--- src/rtl/round_seq_xn.sv ---
// Control sequencer for an unrolled SKINNY datapath: LOAD beats, RUN rounds, OUT beats,
// optional counter update, then a one-cycle DONE pulse.
module round_seq_xn #(
  parameter int unsigned UNROLL = 4,
  parameter int unsigned ROUNDS = 56,
  parameter int unsigned BUSW   = 32
) (
  input  logic              clk,
  input  logic              rst,
  input  logic              start,
  input  logic              dec,
  input  logic              inc,
  input  logic              din_valid,
  output logic              din_ready,
  output logic              dout_valid,
  input  logic              dout_ready,
  output logic              sse,
  output logic              xse,
  output logic              yse,
  output logic              senc,
  output logic              xenc,
  output logic              yenc,
  output logic              zenc,
  output logic              zse,
  output logic              erst,
  output logic [BUSW/8-1:0] dec_mask,
  output logic [7:0]        round_cnt,
  output logic              busy,
  output logic              done
);

  localparam int unsigned NW      = 128 / BUSW;
  localparam int unsigned RUN_CYC = ROUNDS / UNROLL;
  localparam int unsigned BW      = (NW > 1) ? $clog2(NW) : 1;
  localparam int unsigned RW      = 8;

  // Reject illegal parameterisations at elaboration time.
  if (UNROLL != 1 && UNROLL != 2 && UNROLL != 4 && UNROLL != 8) begin : g_bad_unroll
    $error("round_seq_xn: UNROLL must be 1, 2, 4 or 8");
  end
  if (ROUNDS % UNROLL != 0) begin : g_bad_rounds
    $error("round_seq_xn: ROUNDS must be a multiple of UNROLL");
  end
  if (BUSW != 32 && BUSW != 64 && BUSW != 128) begin : g_bad_busw
    $error("round_seq_xn: BUSW must be 32, 64 or 128");
  end
  if (RUN_CYC > 256 || RUN_CYC == 0) begin : g_bad_runcyc
    $error("round_seq_xn: ROUNDS/UNROLL must be 1..256");
  end

  typedef enum logic [2:0] {IDLE, LOAD, RUN, OUT, CNT, DONE} state_t;

  state_t        state, state_nxt;
  logic [BW-1:0] beat_cnt;
  logic [RW-1:0] rnd_cnt;
  logic          dec_q, inc_q;
  logic          beat_last, rnd_last;

  assign beat_last = (beat_cnt == BW'(NW - 1));
  assign rnd_last  = (rnd_cnt == RW'(RUN_CYC - 1));

  // State register.
  always_ff @(posedge clk) begin
    if (rst) state <= IDLE;
    else     state <= state_nxt;
  end

  // Beat/round counters and mode latches; counters wrap to 0 so each phase enters at 0.
  always_ff @(posedge clk) begin
    if (rst) begin
      beat_cnt <= '0;
      rnd_cnt  <= '0;
      dec_q    <= 1'b0;
      inc_q    <= 1'b0;
    end else begin
      unique case (state)
        IDLE: begin
          beat_cnt <= '0;
          rnd_cnt  <= '0;
          if (start) begin
            dec_q <= dec;
            inc_q <= inc;
          end
        end
        LOAD: if (din_valid)  beat_cnt <= beat_last ? '0 : beat_cnt + BW'(1);
        RUN:                  rnd_cnt  <= rnd_last ? '0 : rnd_cnt + RW'(1);
        OUT:  if (dout_ready) beat_cnt <= beat_last ? '0 : beat_cnt + BW'(1);
        default: ;
      endcase
    end
  end

  // Next-state logic.
  always_comb begin
    state_nxt = state;
    unique case (state)
      IDLE:    if (start) state_nxt = LOAD;
      LOAD:    if (din_valid && beat_last) state_nxt = RUN;
      RUN:     if (rnd_last) state_nxt = OUT;
      OUT:     if (dout_ready && beat_last) state_nxt = inc_q ? CNT : DONE;
      CNT:     state_nxt = DONE;
      DONE:    state_nxt = IDLE;
      default: state_nxt = IDLE;
    endcase
  end

  // Output decode; everything is forced low while rst is asserted.
  always_comb begin
    din_ready  = 1'b0;
    dout_valid = 1'b0;
    sse        = 1'b0;
    xse        = 1'b0;
    yse        = 1'b0;
    senc       = 1'b0;
    xenc       = 1'b0;
    yenc       = 1'b0;
    zenc       = 1'b0;
    zse        = 1'b0;
    erst       = 1'b0;
    dec_mask   = '0;
    round_cnt  = '0;
    busy       = 1'b0;
    done       = 1'b0;
    if (!rst) begin
      busy = (state != IDLE);
      unique case (state)
        LOAD: begin
          din_ready = 1'b1;
          sse       = din_valid;
          xse       = din_valid;
          yse       = din_valid;
        end
        RUN: begin
          senc      = 1'b1;
          xenc      = 1'b1;
          yenc      = 1'b1;
          zenc      = 1'b1;
          erst      = (rnd_cnt == '0);
          round_cnt = rnd_cnt;
        end
        OUT: begin
          dout_valid = 1'b1;
          sse        = dout_ready;
          dec_mask   = dec_q ? '1 : '0;
        end
        CNT:     zse  = 1'b1;
        DONE:    done = 1'b1;
        default: ;
      endcase
    end
  end

endmodule

--- config.mk ---
export PLATFORM = sky130hd
export DESIGN_NAME = round_seq_xn
export DESIGN_NICKNAME = d
export VERILOG_FILES = /design/src/rtl/round_seq_xn.sv
export SDC_FILE = /design/constraint.sdc
export NUM_CORES = 1
export LEC_CHECK = 0
export BUFFER_PORTS_ARGS = -buffer_cell sky130_fd_sc_hd__buf_2
export CORE_MARGIN = 2
export CORE_UTILIZATION = 40
export CTS_CLUSTER_DIAMETER = 50
export CTS_CLUSTER_SIZE = 10
export DETAILED_ROUTE_END_ITERATION = 10
export GPL_TIMING_DRIVEN = 0
export HOLD_SLACK_MARGIN = 0.1
export PLACE_DENSITY = 0.77
export SETUP_SLACK_MARGIN = 0.3
export SYNTH_ARGS = -nofsm -noshare
export SYNTH_HDL_FRONTEND = slang
export SYNTH_SLANG_ARGS = --single-unit
--- constraint.sdc ---
create_clock -name clk -period 1.4 [get_ports clk]
set_input_delay 0.07 -clock clk [delete_from_list [all_inputs] [get_ports clk]]
set_output_delay 0.07 -clock clk [all_outputs]
set_load 0.01 [all_outputs]
==> results of run 1 <==
## area by class of cell
| cell class | instances | area share [%] |
|---|---|---|
| Tap cell | 30 | 2.02 |
| Multi-Input combinational cell | 98 | 46.6 |
| Buffer | 17 | 9.45 |
| Clock buffer | 4 | 1.42 |
| Inverter | 2 | 0.405 |
| Timing Repair Buffer | 55 | 22.9 |
| Sequential cell | 15 | 17.3 |
## timing repair
item                                    CTS  global route
gates resized for setup                  47            30
endpoints found under the setup margin   39            40
endpoints found under the hold margin     2             0
setup buffers                            16             6
hold buffers                              2             0
pin swaps                                19            11
## logic make-up (layout without fill, tap and decap cells)
logic type	count (synthesis)	in the layout	share of synthesized area, %
AND/OR/NAND/NOR	65	65	38.8
AO/OA/AOI/OAI	27	27	16.0
buffers and inverters	19	78	9.70
flip-flops	15	15	28.7
adder cells (fa/ha/maj)	4	4	4.79
multiplexers	2	2	1.92
## metal layers
| layer | vias to the layer above | part of all wire [%] | track usage [%] |
|---|---|---|---|
| li1 | 590 | - | - |
| met1 | 591 | 39 | 24.5 |
| met2 | 39 | 53 | 39.3 |
| met3 | 9 | 3.9 | 5.11 |
| met4 | 0 | 3.2 | 10.6 |
| met5 | - | 0 | 0 |
## registers in the layout, summed over array words and instances (netlist names)
name      cells
rnd_cnt       8
state         3
inc_q         1
beat_cnt      2
dec_q         1
## worst max-delay path: cells and delay by family, from the launching register on
kind	cells	cell delay [ns]
flops	1	0.37
buf+inv	3	0.33
simple gates	3	0.49
## worst min-delay path by stage
stage | startpoint | to | slack (ns) | cells after the start
floorplan | inc | inc_q | 0.22 | 2
global placement | dec | dec_q | 0.31 | 3
detailed placement | inc | inc_q | 0.32 | 3
CTS | dout_ready | state[1] | 0.20 | 4
global route | dout_ready | state[1] | 0.23 | 4
finish | dout_ready | state[0] | 0.21 | 4
## cell usage in the layout, fill, tap and decap left out, drive strengths merged, types with 2 or more instances in the layout
| cell type | netlist | layout |
|---|---|---|
| o21ai | 4 | 4 |
| inv | 2 | 2 |
| ha | 4 | 4 |
| and3 | 3 | 3 |
| dlygate4sd3 | 0 | 2 |
| nand2b | 5 | 5 |
| and4 | 2 | 2 |
| mux2i | 2 | 2 |
| nand2 | 7 | 7 |
| nor4b | 3 | 3 |
| nor2b | 2 | 2 |
| a21oi | 11 | 11 |
| and2 | 9 | 9 |
| buf | 13 | 67 |
| nor4 | 2 | 2 |
| nand3 | 5 | 5 |
| nand4 | 4 | 4 |
| nor2 | 13 | 13 |
| dfxtp | 15 | 15 |
| a31oi | 5 | 5 |
| clkbuf | 4 | 7 |
| nor3 | 5 | 5 |
## cells in the mapped netlist (2+ instances only)
| library cell | number |
|---|---|
| buf_2 | 3 |
| nor4b_1 | 2 |
| and2_1 | 9 |
| buf_4 | 7 |
| buf_1 | 3 |
| clkbuf_1 | 4 |
| nand3_1 | 5 |
| nand2b_1 | 5 |
| and3_1 | 3 |
| dfxtp_1 | 15 |
| nand4_1 | 4 |
| nor2b_1 | 2 |
| a21oi_1 | 11 |
| and4_1 | 2 |
| nand2_1 | 7 |
| inv_1 | 2 |
| ha_1 | 4 |
| a31oi_1 | 5 |
| nor2_1 | 13 |
| o21ai_1 | 4 |
| nor3_1 | 4 |
| mux2i_1 | 2 |
## metrics by stage
step	hold slack (ns)	area [um2]	worst slack, ns
floorplan	0.217	1120	0.0978
global placement	0.310	1310	-0.0125
detailed placement	0.322	1310	-0.0197
CTS	0.195	1650	-0.149
global route	0.227	1850	-0.218
finish	0.209	1850	-0.165
## report_power, final
part           total (W)  internal (W)  switching, W  leakage (nW)
clock           0.000275      0.000112      0.000163        0.0150
combinational   0.000169     0.0000803     0.0000887         0.624
sequential      0.000440      0.000429     0.0000111         0.127
==> flow_metrics.py, run 1 <==
metrics = {
    "sta": {
        "fmax_ghz": 0.639,
        "rsz0062_at_grt": "true",
        "slew_headroom_pct": 59.9,
        "fin_crit_sh_pct": 112,
        "worst_slack_ns": -0.165,
        "hold_viol_final": 0,
        "worst_pin_slew_ns": 0.602,
        "setup_viol": 30,
        "maxSlewViolCount": 0,
        "clock_skew_ns": 0.00395,
        "setup_tns_ns": -2.80,
        "timing.final.crit_period_ns": 1.57,
    },
    "worst_setup_path": {
        "endpoint_kind": "primary output",
        "cp-endpoint": "dec_mask[1]",
        "critPathMaxStageDelay_ns": 0.37,
        "ff2ff_path_depth": 6,
        "crit_path_frequent_cell": "buf_6",
        "arrival_ns": 1.50,
        "crit_slowest_cell": "dfxtp_4",
        "cp-start-kind": "flip-flop",
        "crit_path_max_fanout": 4,
        "path_class": "reg -> out",
        "reg2reg_from": "state[2]",
        "cp-startpoint": "state[2]",
        "cp_cell_sequence": "clkbuf_8, nand2b_4, nor2_4, and3_4, buf_6, buf_6",
        "timing.rr.end": "dec_q",
        "cp.required_ns": 1.33,
        "reg2reg_slack_ns": -0.12,
    },
    "synthesis": {
        "ys.flop_type": "dfxtp_1",
        "netlist_top_cells_area": "dfxtp_1, and2_1, a21oi_1, buf_4, ha_1",
        "yosysTopAreaCellShare_pct": 28.7,
        "synth_nets": 143,
        "ys_seq_area_share_pct": 28.7,
        "yosys_warnings": 0,
        "synth_seq_cells": 15,
        "synth.avg_cell_area_um2": 7.91,
        "synth-edff-count": 0,
        "syn_area_mm2": 0.00104,
        "synthCells": 132,
        "yosysTopAreaCell": "dfxtp_1",
        "async_reset_ff_share_pct": 0,
        "synthDistinctLibCells": 38,
    },
    "global_routing": {
        "grt_overflow": 0,
        "antenna_found_initial": 0,
        "grt_pass1_wl_um": 4650,
        "track_usage_pct": 22.1,
        "grt_pass1_vias": 1055,
        "grt_max_degree": 14,
    },
    "floorplanning": {
        "die_h_um": 55.1,
        "start_util_pct": 42.2,
        "die_w_um": 55.1,
        "fp.dieArea_mm2": 0.00304,
        "placementRows": 18,
        "io_pins": 32,
        "core_mm2": 0.00248,
    },
    "layout": {
        "nets": 203,
        "multi_input_area_um2": 863,
        "ff_latch_area_um2": 320,
        "antenna_cells": 0,
        "final_cells": 221,
        "fill_cells": 177,
        "final_core_util_pct": 74.8,
        "drive_above_1_share_pct": 59.7,
        "syn2layout_area_growth_pct": 77.5,
    },
    "power_and_ir_drop": {
        "powerDensity_mw_per_mm2": 477,
        "finalPower_w": 0.000884,
        "p_leak_nw": 0.765,
        "peakVddDrop_mv": 0.583,
    },
    "clock_tree": {
        "cts_sinks": 15,
        "clk_path_buf_depth": 2,
        "cts_tree": "done",
        "cts.clk_slew.worst_paths_ns": 0.10,
        "cts_made_buffers": 3,
        "htreeDepth": 1,
        "cts_root_buf": "clkbuf_4",
        "clock_latency_ns": 0.31,
    },
    "outcome": {
        "violations": "negative setup slack",
        "status": "finished, violations left",
    },
    "run": {
        "max_cap_viol_count": 0,
    },
    "drt": {
        "antenna_left": 0,
        "routedWlPerCell_um": 15.4,
        "drc_errors": 0,
        "routed_wl_um": 3410,
        "via_per_inst": 5.56,
        "drt_iter0_drc": 27,
        "via_count": 1229,
        "drtPass1Iterations": 4,
    },
    "worst_hold_path": {
        "hold_path.class": "in -> reg",
    },
    "placement": {
        "portBuffers": 31,
        "placedCellCount": 193,
        "place.gp.congestion": 0.835,
        "dp_hpwl_um": 1720,
    },
}
Note: power is estimated with default switching activity, not from simulation.
==> inputs of run 2 (changes only) <==
--- a/config.mk
+++ b/config.mk
@@ -8,6 +8,7 @@
 export BUFFER_PORTS_ARGS = -buffer_cell sky130_fd_sc_hd__buf_2
 export CORE_MARGIN = 2
 export CORE_UTILIZATION = 40
+export CTS_BUF_LIST = sky130_fd_sc_hd__clkbuf_16
 export CTS_CLUSTER_DIAMETER = 50
 export CTS_CLUSTER_SIZE = 10
 export DETAILED_ROUTE_END_ITERATION = 10
@@ -15,6 +16,7 @@
 export HOLD_SLACK_MARGIN = 0.1
 export PLACE_DENSITY = 0.77
 export SETUP_SLACK_MARGIN = 0.3
+export SKIP_LAST_GASP = 1
 export SYNTH_ARGS = -nofsm -noshare
 export SYNTH_HDL_FRONTEND = slang
 export SYNTH_SLANG_ARGS = --single-unit
==> flow_metrics.py, run 2 (synthesis gave the netlist of run 1 again) <==
metrics = {
    "outcome": {
        "status": "finished, violations left",
        "violations": "negative setup slack",
    },
    "layout": {
        "reg_top3": "rnd_cnt: 8 flops, state: 3 flops, beat_cnt: 2 flops",
        "drive_above_1_share_pct": 53.6,
        "syn2layout_area_growth_pct": 68.1,
        "nets": 195,
        "largest_reg_flops": 8,
        "antenna_cells": 0,
        "layout_common_cells": "buf_2, buf_4, buf_6",
        "final_common_cell": "buf_2",
        "max_flop_register": "rnd_cnt",
    },
    "worst_hold_path": {
        "min_to": "state[0]",
        "min_path_cells": 4,
        "hold_path.class": "in -> reg",
        "min_from": "dout_ready",
    },
    "sta": {
        "maxSlewViolCount": 0,
        "worst_pin_slew_ns": 0.568,
        "fmax_ghz": 0.682,
        "rsz0062_at_grt": "true",
        "hold_viol_final": 0,
        "timing.final.crit_period_ns": 1.47,
        "worst_slack_ns": -0.0666,
        "setup_viol": 17,
        "fin_crit_sh_pct": 105,
        "slew_headroom_pct": 62.1,
        "clock_skew_ns": 0.00199,
    },
    "floorplanning": {
        "io_pins": 32,
        "start_util_pct": 42.2,
        "die_h_um": 55.1,
        "core_mm2": 0.00248,
        "placementRows": 18,
        "die_w_um": 55.1,
        "fp.dieArea_mm2": 0.00304,
    },
    "worst_setup_path": {
        "path_class": "reg -> out",
        "timing.rr.end": "rnd_cnt[6]",
        "endpoint_kind": "primary output",
        "reg2reg_from": "rnd_cnt[6]",
        "reg2reg_slack_ns": -0.04,
        "cp-start-kind": "flip-flop",
        "ff2ff_path_depth": 5,
        "arrival_ns": 1.40,
        "cp.required_ns": 1.33,
        "crit_path_max_fanout": 4,
    },
    "drt": {
        "drc_errors": 0,
        "dr_wl_met2_um": 1440,
        "routedWlPerCell_um": 13.7,
        "drtPass1Iterations": 4,
        "drt_iter0_drc": 20,
        "via_count": 1156,
        "routed_wl_um": 2920,
        "wl_met1_um": 1290,
        "dr_wl_met3_um": 153,
        "via_per_inst": 5.43,
        "antenna_left": 0,
        "top_layer_used": "met4",
    },
    "power_and_ir_drop": {
        "powerDensity_mw_per_mm2": 658,
        "peakVddDrop_mv": 0.648,
        "finalPower_w": 0.00116,
        "p_leak_nw": 0.734,
    },
    "clock_tree": {
        "cts_made_buffers": 3,
        "clock_latency_ns": 0.25,
        "cts.clk_slew.worst_paths_ns": 0.05,
        "cts_root_buf": "clkbuf_16",
        "cts_tree": "done",
        "cts_sinks": 15,
        "htreeDepth": 1,
        "clk_path_buf_depth": 2,
    },
    "global_routing": {
        "grt_max_degree": 14,
        "grt_pass1_wl_um": 4440,
        "grt_pass1_vias": 1017,
        "antenna_found_initial": 0,
        "grt_overflow": 0,
        "track_usage_pct": 20.6,
    },
    "placement": {
        "portBuffers": 31,
        "place.gp.congestion": 0.835,
        "place_ws_ns": -0.0197,
        "dp_hpwl_um": 1720,
    },
    "run": {
        "max_cap_viol_count": 0,
    },
}
[run 2: changes by cell type in the layout (fill, tap and decap cells not counted), moves of 3 or more]
cell       change
clkbuf_4       -3
clkbuf_16      +3
buf_6          -4
buf_4          -7
buf_2          +4
[run 2: final cells by class]
class	instances	area (um2)
tap	30	37.5
fill	178	721
timing repair buffer	47	327
multi-input combinational	98	813
sequential	15	318
buffer	17	175
inverter	2	7.51
clock inverter	1	3.75
clock buffer	3	75.1
[run 2: per-stage QoR]
stage          cells  hold slack, ns  area [um2]  util [%]  setup TNS (ns)
6_report         213           0.282        1760      70.9          -0.526
5_1_grt          213           0.314        1760      70.9           -2.21
4_1_cts          212           0.256        1650      66.7          -0.713
3_5_place_dp     193           0.322        1310      52.8         -0.0528
3_3_place_gp     193           0.310        1310      52.8         -0.0227
2_1_floorplan    132           0.217        1120         -               0
[run 2: where the power goes]
group / total [W] / leakage (nW) / internal [W] / switching [W]
Clock: 0.000562 / 0.0423 / 0.000379 / 0.000183
Combinational: 0.000153 / 0.566 / 0.0000724 / 0.0000807
Sequential: 0.000440 / 0.126 / 0.000430 / 0.00000974
Total: 0.00116 / 0.734 / 0.000882 / 0.000273
[run 2: routing by layer]
metal	up-vias	global-route usage (%)
li1	574	-
met1	540	24.2
met2	36	36.1
met3	6	5.38
met4	0	6.91
met5	-	0
[run 2: what timing repair did]
item | CTS | global route
pin swaps | 15 | 5
hold endpoints to repair | 2 | 0
hold buffers | 2 | 0
resized for setup | 38 | 19
setup buffers | 13 | 1
endpoints found under the setup margin | 39 | 40
[run 2: how the worst max path moves through the flow]
| stage | slack [ns] | depth (start not counted) | startpoint | endpoint |
|---|---|---|---|---|
| detailed placement | -0.02 | 4 | state[0] | rnd_cnt[2] |
| floorplan | 0.1 | 5 | rnd_cnt[4] | state[0] |
| finish | -0.07 | 6 | state[2] | dec_mask[1] |
| global placement | -0.01 | 4 | state[2] | rnd_cnt[6] |
| global route | -0.12 | 4 | state[2] | round_cnt[7] |
| CTS | -0.1 | 6 | state[2] | dec_mask[1] |
[run 2: worst max-delay path, stage by stage (launching register included)]
cell	delay, ns
dfxtp_4	0.36
clkbuf_8	0.13
nand2b_4	0.16
nor2_4	0.09
and3_4	0.22
buf_6	0.10
buf_6	0.09
==> inputs of run 3 (changes only) <==
--- a/config.mk
+++ b/config.mk
@@ -5,16 +5,15 @@
 export SDC_FILE = /design/constraint.sdc
 export NUM_CORES = 1
 export LEC_CHECK = 0
-export BUFFER_PORTS_ARGS = -buffer_cell sky130_fd_sc_hd__buf_2
 export CORE_MARGIN = 2
 export CORE_UTILIZATION = 40
 export CTS_BUF_LIST = sky130_fd_sc_hd__clkbuf_16
 export CTS_CLUSTER_DIAMETER = 50
 export CTS_CLUSTER_SIZE = 10
 export DETAILED_ROUTE_END_ITERATION = 10
-export GPL_TIMING_DRIVEN = 0
+export DONT_BUFFER_PORTS = 1
 export HOLD_SLACK_MARGIN = 0.1
-export PLACE_DENSITY = 0.77
+export PLACE_DENSITY = 0.66
 export SETUP_SLACK_MARGIN = 0.3
 export SKIP_LAST_GASP = 1
 export SYNTH_ARGS = -nofsm -noshare
==> flow_metrics.py, run 3 (synthesis gave the netlist of run 1 again) <==
metrics = {
    "power_and_ir_drop": {
        "p_leak_nw": 0.590,
        "peakVddDrop_mv": 1.02,
        "comb_power_share_pct": 12.1,
        "swShare_pct": 21.6,
        "powerDensity_mw_per_mm2": 695,
        "p_seq_share_pct": 39.2,
        "clkPwrFrac_pct": 48.8,
        "finalPower_w": 0.00111,
        "p_int_w": 0.000872,
        "p_sw_w": 0.000240,
    },
    "floorplanning": {
        "start_util_pct": 42.2,
        "fp.dieArea_mm2": 0.00304,
        "io_pins": 32,
        "die_w_um": 55.1,
        "placementRows": 18,
        "core_mm2": 0.00248,
        "die_h_um": 55.1,
    },
    "layout": {
        "max_flop_register": "rnd_cnt",
        "final_common_cell": "buf_4",
        "nets": 166,
        "final_core_util_pct": 64.5,
        "fill_cells": 199,
        "largest_reg_flops": 8,
        "antenna_cells": 0,
        "syn2layout_area_growth_pct": 53.1,
        "layout_common_cells": "buf_4, buf_6, a21oi_1",
        "reg_top3": "rnd_cnt: 8 flops, state: 3 flops, beat_cnt: 2 flops",
        "final_cells": 184,
        "drive_above_1_share_pct": 52.6,
    },
    "sta": {
        "maxSlewViolCount": 0,
        "rsz0062_at_grt": "true",
        "worst_pin_slew_ns": 0.524,
        "setup_viol": 17,
        "worst_slack_ns": -0.0548,
        "fin_crit_sh_pct": 104,
        "fmax_ghz": 0.687,
        "timing.final.crit_period_ns": 1.45,
        "clock_skew_ns": 0.00315,
        "hold_viol_final": 0,
        "setup_tns_ns": -0.424,
        "holdWs_ns": 0.121,
        "slew_headroom_pct": 65.0,
    },
    "worst_setup_path": {
        "ff2ff_path_depth": 7,
        "endpoint_kind": "primary output",
        "cp-endpoint": "erst",
        "reg2reg_slack_ns": -0.04,
        "cp-startpoint": "state[0]",
        "arrival_ns": 1.38,
        "cp-start-kind": "flip-flop",
        "cp.required_ns": 1.33,
        "reg2reg_from": "state[0]",
        "timing.rr.end": "beat_cnt[0]",
        "crit_path_max_fanout": 9,
        "path_class": "reg -> out",
    },
    "clock_tree": {
        "cts.clk_slew.worst_paths_ns": 0.05,
        "cts_sinks": 15,
        "cts_root_buf": "clkbuf_16",
        "cts_made_buffers": 3,
        "clk_path_buf_depth": 2,
        "clock_latency_ns": 0.24,
        "cts_tree": "done",
        "htreeDepth": 1,
    },
    "drt": {
        "drt_iter0_drc": 20,
        "drtPass1Iterations": 4,
        "routedWlPerCell_um": 16.8,
        "drc_errors": 0,
        "via_per_inst": 5.76,
        "routed_wl_um": 3080,
        "via_count": 1059,
        "antenna_left": 0,
    },
    "outcome": {
        "status": "finished, violations left",
        "violations": "negative setup slack",
    },
    "placement": {
        "placedCellCount": 156,
        "dp_hpwl_um": 1670,
        "place.gp.congestion": 0.781,
        "portBuffers": 0,
    },
    "global_routing": {
        "grt_overflow": 0,
        "grt_pass1_wl_um": 4730,
        "antenna_found_initial": 0,
        "track_usage_pct": 22.5,
        "grt_pass1_vias": 988,
        "grt_max_degree": 12,
    },
    "worst_hold_path": {
        "hold_path.class": "in -> reg",
    },
    "run": {
        "max_cap_viol_count": 0,
    },
}
## run 3: cell types whose count changed in the layout (fill, tap and decap cells not counted), sizes merged
cell | previous run | this run
dlygate4sd3 | 2 | 3
clkbuf | 6 | 3
buf | 59 | 32
## run 3: worst min-delay path by stage
stage          startpoint          to  cells after the start
4_1_cts        dout_ready    state[1]                      3
3_5_place_dp          rst  rnd_cnt[0]                      1
5_1_grt         din_valid    state[0]                      3
3_3_place_gp          rst  rnd_cnt[1]                      1
6_report       dout_ready    state[1]                      3
2_1_floorplan         inc       inc_q                      2
## run 3: area by class of cell
| type | instances | area [um2] | area share [%] |
|---|---|---|---|
| Inverter | 2 | 7.51 | 0.469 |
| Sequential cell | 15 | 322 | 20.1 |
| Clock inverter | 1 | 3.75 | 0.235 |
| Tap cell | 30 | 37.5 | 2.35 |
| Clock buffer | 3 | 75.1 | 4.69 |
| Multi-Input combinational cell | 98 | 848 | 53.1 |
| Timing Repair Buffer | 35 | 305 | 19.1 |
## run 3: repair_timing
item                                    in CTS  in global routing
endpoints found under the setup margin      39                 40
cloned                                       4                  0
gates resized for setup                     42                 17
setup buffers                               15                  2
hold buffers                                 3                  0
pin swaps                                   15                 13
hold endpoints to repair                    11                  0
## run 3: per-layer routing
layer,global-route usage (%),vias up,routed length (um)
met5,0,-,0
met4,11.0,0,38
met3,7.26,4,127
met2,37.9,28,1650
met1,25.4,514,1260
li1,-,513,-
## run 3: through the flow
step | area (um2) | setup WS (ns)
final | 1600 | -0.0548
after global routing | 1600 | -0.122
after CTS | 1510 | -0.0528
after detailed placement | 1100 | -0.0293
after global placement | 1100 | 0.0450
after floorplan | 1120 | 0.0978
## run 3: worst max-delay path, cell delays in order, from the launching register on
cell and delay, ns:
dfxtp_4 0.34, nor4b_4 0.33, buf_6 0.22, and4_4 0.24
## run 3: power groups by stage
stage	Clock, W	Sequential (W)	Combinational, W
detailed placement	0	0.000453	0.0000731
finish	0.000542	0.000436	0.000134
CTS	0.000566	0.000435	0.000119
global placement	0	0.000453	0.0000708
global route	0.000581	0.000436	0.000145
floorplan	0	0.000451	0.0000687
